[src/rtl/riscv_define.sv]
// Shared constants for the RISC-V pipeline control slice: stage indices of
// the classic 5-stage pipeline and default hazard-controller parameters.
package riscv_define;

  localparam int STG_IF  = 0;
  localparam int STG_ID  = 1;
  localparam int STG_EX  = 2;
  localparam int STG_MEM = 3;
  localparam int STG_WB  = 4;

  localparam int DEF_STAGES  = 5;
  localparam int DEF_TIMEOUT = 1023;
  localparam int DEF_TO_W    = 10;
  localparam int DEF_CNT_W   = 32;

endpackage

[src/rtl/riscv_prio_msb.sv]
// Highest-set-bit encoder: returns the index of the most significant set bit
// of vec_i and whether any bit was set at all.
module riscv_prio_msb #(
  parameter int W  = 5,
  parameter int IW = (W > 1) ? $clog2(W) : 1
) (
  input  logic [W-1:0]  vec_i,
  output logic [IW-1:0] idx_o,
  output logic          vld_o
);

  // Scan upward so the last (highest) set bit wins.
  always_comb begin
    idx_o = {IW{1'b0}};
    vld_o = |vec_i;
    for (int i = 0; i < W; i++) begin
      idx_o = vec_i[i] ? IW'(i) : idx_o;
    end
  end

endmodule

[src/rtl/riscv_pipe_ctrl.sv]
// Pipeline hazard controller: resolves stall and flush requests from all
// stages into per-stage hold/bubble enables, defers flushes whose source stage
// is itself held, and tracks stall duration (watchdog) and stall occupancy.
module riscv_pipe_ctrl
  import riscv_define::*;
#(
  parameter int STAGES  = DEF_STAGES,
  parameter int TIMEOUT = DEF_TIMEOUT,
  parameter int TO_W    = DEF_TO_W,
  parameter int CNT_W   = DEF_CNT_W
) (
  input  logic              clk,
  input  logic              rst_n,
  input  logic [STAGES-1:0] req_stall,
  input  logic [STAGES-1:0] req_flush,
  input  logic              wd_clear,
  output logic [STAGES-1:0] stall,
  output logic [STAGES-1:0] flush,
  output logic              stall_timeout,
  output logic [CNT_W-1:0]  stall_cycles
);

  localparam int IW = (STAGES > 1) ? $clog2(STAGES) : 1;
  localparam logic [TO_W-1:0]  TO_LIM  = TO_W'(TIMEOUT);
  localparam logic [TO_W-1:0]  TO_ONE  = TO_W'(32'd1);
  localparam logic [CNT_W-1:0] CNT_ONE = CNT_W'(32'd1);
  localparam logic [CNT_W-1:0] CNT_MAX = {CNT_W{1'b1}};

  // Resolved request indices
  logic [IW-1:0] k_s;
  logic          k_vld_s;
  logic [IW-1:0] f_s;
  logic          f_vld_s;

  // Decoded vectors
  logic [STAGES-1:0] stall_s;
  logic [STAGES-1:0] bubble_s;
  logic [STAGES-1:0] mask_s;
  logic [STAGES-1:0] flush_s;
  logic              apply_s;
  logic              defer_s;
  logic              release_s;

  // Deferred flush state: pending mask and the highest stage that produced it
  logic [STAGES-1:0] pend_q, pend_d;
  logic [IW-1:0]     src_q, src_d;

  // Watchdog and performance counter state
  logic [TO_W-1:0]  wd_cnt_q, wd_cnt_d;
  logic             timeout_q, timeout_d;
  logic [CNT_W-1:0] cycles_q, cycles_d;

  riscv_prio_msb #(.W(STAGES), .IW(IW)) u_stall_msb (
    .vec_i (req_stall),
    .idx_o (k_s),
    .vld_o (k_vld_s)
  );

  riscv_prio_msb #(.W(STAGES), .IW(IW)) u_flush_msb (
    .vec_i (req_flush),
    .idx_o (f_s),
    .vld_o (f_vld_s)
  );

  // Expand the oldest stalled stage and redirecting stage into per-stage vectors.
  always_comb begin
    stall_s  = {STAGES{1'b0}};
    bubble_s = {STAGES{1'b0}};
    mask_s   = {STAGES{1'b0}};
    for (int i = 0; i < STAGES; i++) begin
      stall_s[i]  = k_vld_s && (i <= int'(k_s));
      bubble_s[i] = k_vld_s && (i == int'(k_s) + 1);
      mask_s[i]   = f_vld_s && (i < int'(f_s));
    end
  end

  // Decide whether a redirect kills now, is deferred, or a pending kill releases.
  always_comb begin
    apply_s   = f_vld_s && (!k_vld_s || (k_s < f_s));
    defer_s   = f_vld_s && (f_s != IW'(STG_IF)) && k_vld_s && (k_s >= f_s);
    release_s = (|pend_q) && (!k_vld_s || (k_s < src_q));
    // Held stages are never killed; the bubble below the stall always enters.
    flush_s   = (((apply_s ? mask_s : {STAGES{1'b0}}) |
                  (release_s ? pend_q : {STAGES{1'b0}})) & ~stall_s) | bubble_s;
  end

  // Next state of the deferred-flush register (release and new defer can coincide).
  always_comb begin
    pend_d = (release_s ? {STAGES{1'b0}} : pend_q) | (defer_s ? mask_s : {STAGES{1'b0}});
    if (defer_s) begin
      if (release_s || (f_s > src_q)) begin
        src_d = f_s;
      end else begin
        src_d = src_q;
      end
    end else if (release_s) begin
      src_d = {IW{1'b0}};
    end else begin
      src_d = src_q;
    end
  end

  // Next state of watchdog counter, sticky timeout flag and stall-cycle counter.
  always_comb begin
    if (wd_clear || !k_vld_s) begin
      wd_cnt_d = {TO_W{1'b0}};
    end else if (wd_cnt_q >= TO_LIM) begin
      wd_cnt_d = wd_cnt_q;
    end else begin
      wd_cnt_d = wd_cnt_q + TO_ONE;
    end

    if (wd_clear) begin
      timeout_d = 1'b0;
    end else if (wd_cnt_q >= TO_LIM) begin
      timeout_d = 1'b1;
    end else begin
      timeout_d = timeout_q;
    end

    if (k_vld_s && (cycles_q != CNT_MAX)) begin
      cycles_d = cycles_q + CNT_ONE;
    end else begin
      cycles_d = cycles_q;
    end
  end

  // Deferred-flush register.
  always_ff @(posedge clk or negedge rst_n) begin
    if (!rst_n) begin
      pend_q <= {STAGES{1'b0}};
      src_q  <= {IW{1'b0}};
    end else begin
      pend_q <= pend_d;
      src_q  <= src_d;
    end
  end

  // Watchdog and performance counter registers.
  always_ff @(posedge clk or negedge rst_n) begin
    if (!rst_n) begin
      wd_cnt_q  <= {TO_W{1'b0}};
      timeout_q <= 1'b0;
      cycles_q  <= {CNT_W{1'b0}};
    end else begin
      wd_cnt_q  <= wd_cnt_d;
      timeout_q <= timeout_d;
      cycles_q  <= cycles_d;
    end
  end

  // Same-cycle enables are silenced while reset is asserted.
  always_comb begin
    if (rst_n) begin
      stall = stall_s;
      flush = flush_s;
    end else begin
      stall = {STAGES{1'b0}};
      flush = {STAGES{1'b0}};
    end
    stall_timeout = timeout_q;
    stall_cycles  = cycles_q;
  end

endmodule

[config.mk]
export PLATFORM = sky130hd
export DESIGN_NAME = riscv_pipe_ctrl
export DESIGN_NICKNAME = d
export VERILOG_FILES = /design/src/rtl/riscv_define.sv /design/src/rtl/riscv_prio_msb.sv /design/src/rtl/riscv_pipe_ctrl.sv
export SDC_FILE = /design/constraint.sdc
export NUM_CORES = 1
export LEC_CHECK = 0
export CORE_MARGIN = 5
export CORE_UTILIZATION = 58
export CTS_BUF_LIST = sky130_fd_sc_hd__clkbuf_4
export DETAILED_ROUTE_END_ITERATION = 6
export PLACE_DENSITY = 0.95
export SYNTH_ARGS = -nofsm -noshare
export SYNTH_HDL_FRONTEND = slang
export SYNTH_SLANG_ARGS = --single-unit
[constraint.sdc]
create_clock -name clk -period 6.3 [get_ports clk]
set_clock_uncertainty 0.1 [all_clocks]
set_input_delay 0.945 -clock clk [delete_from_list [all_inputs] [get_ports clk]]
set_output_delay 0.945 -clock clk [all_outputs]
set_load 0.01 [all_outputs]
==> results of run 1 <==
==> worst reg2reg max path: stages (launching register included) <==
cell	delay, ns
dfrtp_1	0.48
nand4_1	0.29
nor4_4	0.37
nand2_1	0.26
nor4_1	0.36
xor2_1	0.21
==> cells by family (layout without fill, tap and decap cells) <==
logic type / Yosys count / count (layout)
buffers and inverters: 20 / 78
DFF: 51 / 51
and+or+nand+nor: 138 / 138
AOI/OAI and AO/OA: 51 / 51
xor gates and xnor gates: 33 / 33
adders and majority gates: 11 / 11
muxes: 2 / 2
==> sequential cells by signal, indices dropped and copies added, names as in the netlist <==
register       count
stall_cycles      32
src_q              3
stall_timeout      1
pend_q             5
wd_cnt_q          10
==> routing by layer <==
metal / part of all wire, % / global-route usage [%] / up-vias
met5: 0 / 0 / -
met1: 41 / 29.8 / 1257
met2: 50 / 38.5 / 109
li1: - / - / 1234
met4: 1.7 / 6.81 / 0
met3: 7.2 / 4.71 / 18
==> layout make-up <==
type | count | area, sq um | share of cell area (%)
repair buffers | 55 | 543 | 15.0
flip-flops and latches | 51 | 1280 | 35.2
clock buffers | 6 | 45.0 | 1.24
well taps | 70 | 87.6 | 2.42
multi-input cells | 235 | 1610 | 44.4
inverters | 17 | 63.8 | 1.76
==> final timing paths <==
kind	start	endpoint	slack (ns)	cells after the start
setup reg to reg	stall_cycles[14]	stall_cycles[27]	4.15	5
min in group asynchronous	rst_n	stall_cycles[1]	0.62	2
hold / removal	src_q[2]	src_q[2]	0.42	1
setup / recovery	req_stall[3]	flush[3]	1.45	10
hold reg to reg	src_q[2]	src_q[2]	0.42	1
max in group asynchronous	rst_n	pend_q[3]	5.05	2
==> placed cells by master, fill, tap and decap left out, types with 5 or more instances in the layout <==
master,n
nand3_1,15
a21oi_1,7
inv_1,16
a22o_1,5
nor2_1,29
or3_1,5
nor3_1,16
xor2_1,15
and3_1,7
xnor2_1,18
nand2_1,23
ha_1,11
nand4_1,14
clkdlybuf4s50_1,53
clkbuf_4,6
dfrtp_1,51
o21ai_0,10
==> per-stage QoR <==
step	hold slack, ns	cell area [sq um]	worst slack (ns)	util (%)
2_1_floorplan	0.366	2980	2.79	-
3_3_place_gp	0.385	3580	1.53	71.0
3_5_place_dp	0.391	3580	1.53	71.0
4_1_cts	0.425	3630	1.51	71.9
5_1_grt	0.436	3630	1.35	71.9
6_report	0.418	3630	1.45	71.9
==> where the power goes <==
part | switching, mW | total (mW) | internal [mW]
Combinational | 0.137 | 0.280 | 0.143
Clock | 0.0928 | 0.137 | 0.0443
Sequential | 0.0560 | 0.430 | 0.374
==> cell usage after synthesis, types with 2 or more instances <==
cell and number:
a21oi_1 7, xnor2_1 18, nand2_1 23, a31oi_1 3
nand3_1 15, dfrtp_1 51, nor3_1 16, a22oi_1 2
nor2b_1 3, a32o_1 2, xor2_1 15, nand3_2 2
nor2_1 29, o21a_1 2, or2_2 2, a22o_1 5
and4_1 3, nor4_4 3, nor4_1 3, or3_1 5
nor4_2 2, o211ai_1 3, and3_1 7, a21o_1 3
buf_6 3, a211oi_1 2, ha_1 11, and3_2 2
o21ai_0 10, a221oi_1 2, and2_1 2, inv_1 16
nand4_1 14
==> impl_metrics.json, run 1 <==
{
  "clk_pin_slew_ns": 0.11,
  "insertion_delay_ns": 0.36,
  "grt_max_degree": 54,
  "die_y_microns": 81.7,
  "timing.setup.tns_ns": 0,
  "drt_pass1_iterations": 4,
  "drc_errors": 0,
  "fin_nets": 389,
  "post-route-min-period_ns": 4.85,
  "rsz0062_at_grt": "false",
  "crit_path_cell_trace": "clkdlybuf4s50_1 -> nor2_1 -> nor2_1 -> ha_1 -> nand2_1 -> o21ai_0 -> o31ai_1 -> a221oi_1 -> nor3_1 -> clkdlybuf4s50_1",
  "cp_data_arrival_time_ns": 3.81,
  "gp_congestion": 0.922,
  "clk_path_buf_depth": 2,
  "maxSlewHeadroom_pct": 57.9,
  "synthXorXnorAreaFrac_pct": 9.69,
  "grt_overflow": 0,
  "synthAdderAreaFrac_pct": 4.61,
  "peakVddDrop_uv": 183,
  "max_freq_ghz": 0.206,
  "drv_slew": 0,
  "yosysTopAreaCell": "dfrtp_1",
  "hold_violations": 0,
  "fin_cells": 434,
  "synth_nets": 330,
  "synth_edf_count": 0,
  "wl_per_cell_microns": 16.5,
  "synth_compound_area_share_pct": 12.7,
  "core_area_sq_um": 5040,
  "crit_fanout": 9,
  "synth-simple-area-share_pct": 26.3,
  "worst_pin_slew_ns": 0.632,
  "hold_buffers": 0,
  "fillerInstances": 364,
  "synth_cell_types": 53,
  "critPathRequiredTime_ns": 5.25,
  "crit_path_start_kind": "input pin",
  "dp.cells": 428,
  "timing.max_cap.violations": 0,
  "cts_setup_buffers": 0,
  "syn_inst": 306,
  "grt_pass1_wl_mm": 12.0,
  "synth_top_family_by_area": "simple AND/OR/NAND/NOR gates",
  "synth.area.top_cells": "dfrtp_1 (43%), xnor2_1 (5.3%), ha_1 (4.6%)",
  "numClockSinks": 51,
  "fp-row-count": 26,
  "syn_area_per_cell_sq_um": 9.75,
  "via_per_inst": 6.03,
  "fp.dieW_microns": 81.7,
  "io_buffers": 54,
  "fin_total_pwr_uw": 848,
  "critPathMaxStageDelay_ns": 0.70,
  "seq_area_frac_synth_pct": 42.8,
  "drive_gt1_share_pct": 7.42,
  "netlist.area_leader.share_pct": 42.8,
  "via_count": 2618,
  "cts_tree": "done",
  "wl_mm": 7.15,
  "pin_count": 56,
  "syn_area_sq_um": 2980,
  "cp_slowest_cell": "clkdlybuf4s50_1",
  "antenna_found_initial": 0,
  "hold_path_class": "flip-flop to flip-flop",
  "grt_pass1_vias": 2622,
  "setup_viol": 0,
  "cts_buffers": 5,
  "power.density_nw_per_um2": 234,
  "synth-main-ff-cell": "dfrtp_1",
  "timing.final.crit_share_pct": 77.0,
  "ys_warn_count": 0,
  "die-area_sq_um": 6680,
  "cp.buffers_inverters": 2,
  "cts_resized": 0,
  "grt_usage_pct": 22.9,
  "synthArstFlopShare_pct": 100,
  "p_leak_nw": 1.54,
  "end_kind": "output pin",
  "status": "finished clean",
  "start_util_pct": 59.2,
  "dp_hpwl_mm": 5.34,
  "drtAntennaViolNets": 0,
  "clk_root_buffer_cell": "clkbuf_4",
  "critPathKind": "input pin to output pin",
  "syn_to_final_growth_pct": 21.5,
  "synth_seq_cells": 51,
  "antenna-diode-count": 0,
  "synth_mux_area_share_pct": 0.713,
  "htreeDepth": 2,
  "critPathTopFamily": "buffers and inverters",
  "drt_iter0_markers": 160
}
Note: power is estimated with default switching activity, not from simulation.
==> run 2: changes to the inputs <==
--- a/config.mk
+++ b/config.mk
@@ -6,10 +6,10 @@
 export NUM_CORES = 1
 export LEC_CHECK = 0
 export CORE_MARGIN = 5
-export CORE_UTILIZATION = 58
+export CORE_UTILIZATION = 49
 export CTS_BUF_LIST = sky130_fd_sc_hd__clkbuf_4
 export DETAILED_ROUTE_END_ITERATION = 6
-export PLACE_DENSITY = 0.95
+export PLACE_DENSITY = 0.9
 export SYNTH_ARGS = -nofsm -noshare
 export SYNTH_HDL_FRONTEND = slang
 export SYNTH_SLANG_ARGS = --single-unit
==> constraint.sdc (replaced) <==
create_clock -name clk -period 4.2 [get_ports clk]
set_clock_uncertainty 0.1 [all_clocks]
set_input_delay 0.63 -clock clk [delete_from_list [all_inputs] [get_ports clk]]
set_output_delay 0.63 -clock clk [all_outputs]
set_load 0.01 [all_outputs]
==> run 2 against run 1 <==
Net effect: flip-flop and latch count unchanged; largest power group unchanged; largest cell class unchanged; register-to-register slack worse by 2.0 ns; die area up 16%; non-clock buffer count up 9; combinational power up 57%; clock-buffer cell count unchanged; routed wire length down 0.92%; cell count up 3.7%; power up 69%; critical path type unchanged.
==> impl_metrics.json, run 2 (same netlist as run 1, synthesis figures left out) <==
{
  "cp_data_arrival_time_ns": 3.23,
  "hold_slack_ns": 0.284,
  "p_int_uw": 984,
  "fin_cells": 450,
  "maxSlewHeadroom_pct": 56.1,
  "dp_hpwl_mm": 5.37,
  "antenna-diode-count": 0,
  "insertion_delay_ns": 0.37,
  "p_leak_nw": 1.61,
  "grt_max_degree": 54,
  "critPathKind": "input pin to output pin",
  "peakVddDrop_uv": 239,
  "timing.max_cap.violations": 0,
  "drv_slew": 0,
  "fin_nets": 398,
  "crit_path_start_kind": "input pin",
  "fin_total_pwr_mw": 1.43,
  "hold_path_class": "input pin to async pin",
  "rr_startpoint": "stall_cycles[2]",
  "htreeDepth": 2,
  "via_per_inst": 5.81,
  "final_core_util_pct": 63.5,
  "numClockSinks": 51,
  "crit_fanout": 6,
  "fin_area_sq_um": 3760,
  "setup_viol": 0,
  "pwr-share-clk_pct": 24.2,
  "io_buffers": 54,
  "worst_pin_slew_ns": 0.658,
  "rr_worst_depth": 5,
  "drt_pass1_iterations": 4,
  "grt_pass1_wl_mm": 11.9,
  "timing.final.crit_share_pct": 94.2,
  "grt_overflow": 0,
  "multi_input_area_sq_um": 1610,
  "largest_register_ffs": 32,
  "gp_congestion": 0.882,
  "cts_tree": "done",
  "fillerInstances": 485,
  "rrSetupSlack_ns": 2.12,
  "die-area_sq_um": 7750,
  "grt_usage_pct": 19.3,
  "cts_buffers": 5,
  "status": "finished clean",
  "seqCellArea_sq_um": 1280,
  "antenna_found_initial": 1,
  "end_kind": "output pin",
  "final_cell_mix": "clkdlybuf4s50_1 (53), dfrtp_1 (51), nor2_1 (29)",
  "via_count": 2614,
  "reg2reg_to": "stall_cycles[27]",
  "swShare_pct": 31.3,
  "hold_violations": 0,
  "drtAntennaViolNets": 0,
  "max_freq_ghz": 0.253,
  "clk_pin_slew_ns": 0.15,
  "syn_to_final_growth_pct": 26.0,
  "fp-row-count": 28,
  "drc_errors": 0,
  "crit_end": "flush[3]",
  "finalWorstSetupSlack_ns": 0.243,
  "drt_iter0_markers": 135,
  "power.density_nw_per_um2": 381,
  "cts_setup_buffers": 0,
  "startpoint": "req_stall[4]",
  "layout_commonest_cell": "clkdlybuf4s50_1",
  "die_y_microns": 88.0,
  "critPathRequiredTime_ns": 3.47,
  "dp.cells": 442,
  "clk_root_buffer_cell": "clkbuf_4",
  "p_comb_share_pct": 30.7,
  "rsz0062_at_grt": "false",
  "pwr-share-seq_pct": 45.0,
  "wl_per_cell_microns": 15.7,
  "p_sw_uw": 448,
  "timing.setup.tns_ns": 0,
  "post-route-min-period_ns": 3.96,
  "fp.dieW_microns": 88.0,
  "clk_path_buf_depth": 2,
  "drive_gt1_share_pct": 10.1,
  "cts_resized": 0,
  "pin_count": 56,
  "placed_area_sq_um": 3650,
  "hold_buffers": 0,
  "wl_mm": 7.08,
  "core_area_sq_um": 5920,
  "dp_slack_ns": 0.248,
  "start_util_pct": 50.4,
  "grt_pass1_vias": 2595
}
[run 2: cell count changes in the layout (fill, tap and decap cells not counted), sizes merged]
cell	before	now
buf	2	11
bufinv	0	2
[run 2: worst min-delay path by stage]
stage	end	slack, ns
finish	wd_cnt_q[3]	0.28
global route	wd_cnt_q[1]	0.34
CTS	wd_cnt_q[4]	0.30
detailed placement	src_q[1]	0.39
global placement	src_q[2]	0.39
floorplan	pend_q[0]	0.23
[run 2: cell type report]
type / instances / area share [%]
Tap cell: 75 / 2.50
Clock buffer: 6 / 1.20
Inverter: 17 / 1.70
Timing Repair Buffer: 64 / 16.2
Sequential cell: 51 / 33.9
Clock inverter: 2 / 1.60
Multi-Input combinational cell: 235 / 42.8
[run 2: per-layer routing]
metal | vias to the layer above | wire length [microns] | GRT usage (%)
met1 | 1258 | 3100 | 24.7
met2 | 97 | 3400 | 32.3
met4 | 2 | 52 | 6.18
met5 | - | 19 | 0
li1 | 1249 | - | -
met3 | 8 | 505 | 4.61
[run 2: critical path, cell delays in order]
cell and delay (ns):
clkdlybuf4s50_1 0.49, buf_4 0.20, inv_1 0.14, nand2_1 0.10, ha_1 0.34, nor4b_1 0.40
a221oi_1 0.11, nor3_1 0.23, clkdlybuf4s50_1 0.59
[run 2: power groups by stage]
stage	sequential, mW	clock [mW]	combinational (mW)
2_1_floorplan	0.653	0	0.242
3_3_place_gp	0.648	0	0.420
3_5_place_dp	0.653	0	0.442
4_1_cts	0.645	0.352	0.445
5_1_grt	0.657	0.367	0.489
6_report	0.645	0.347	0.440
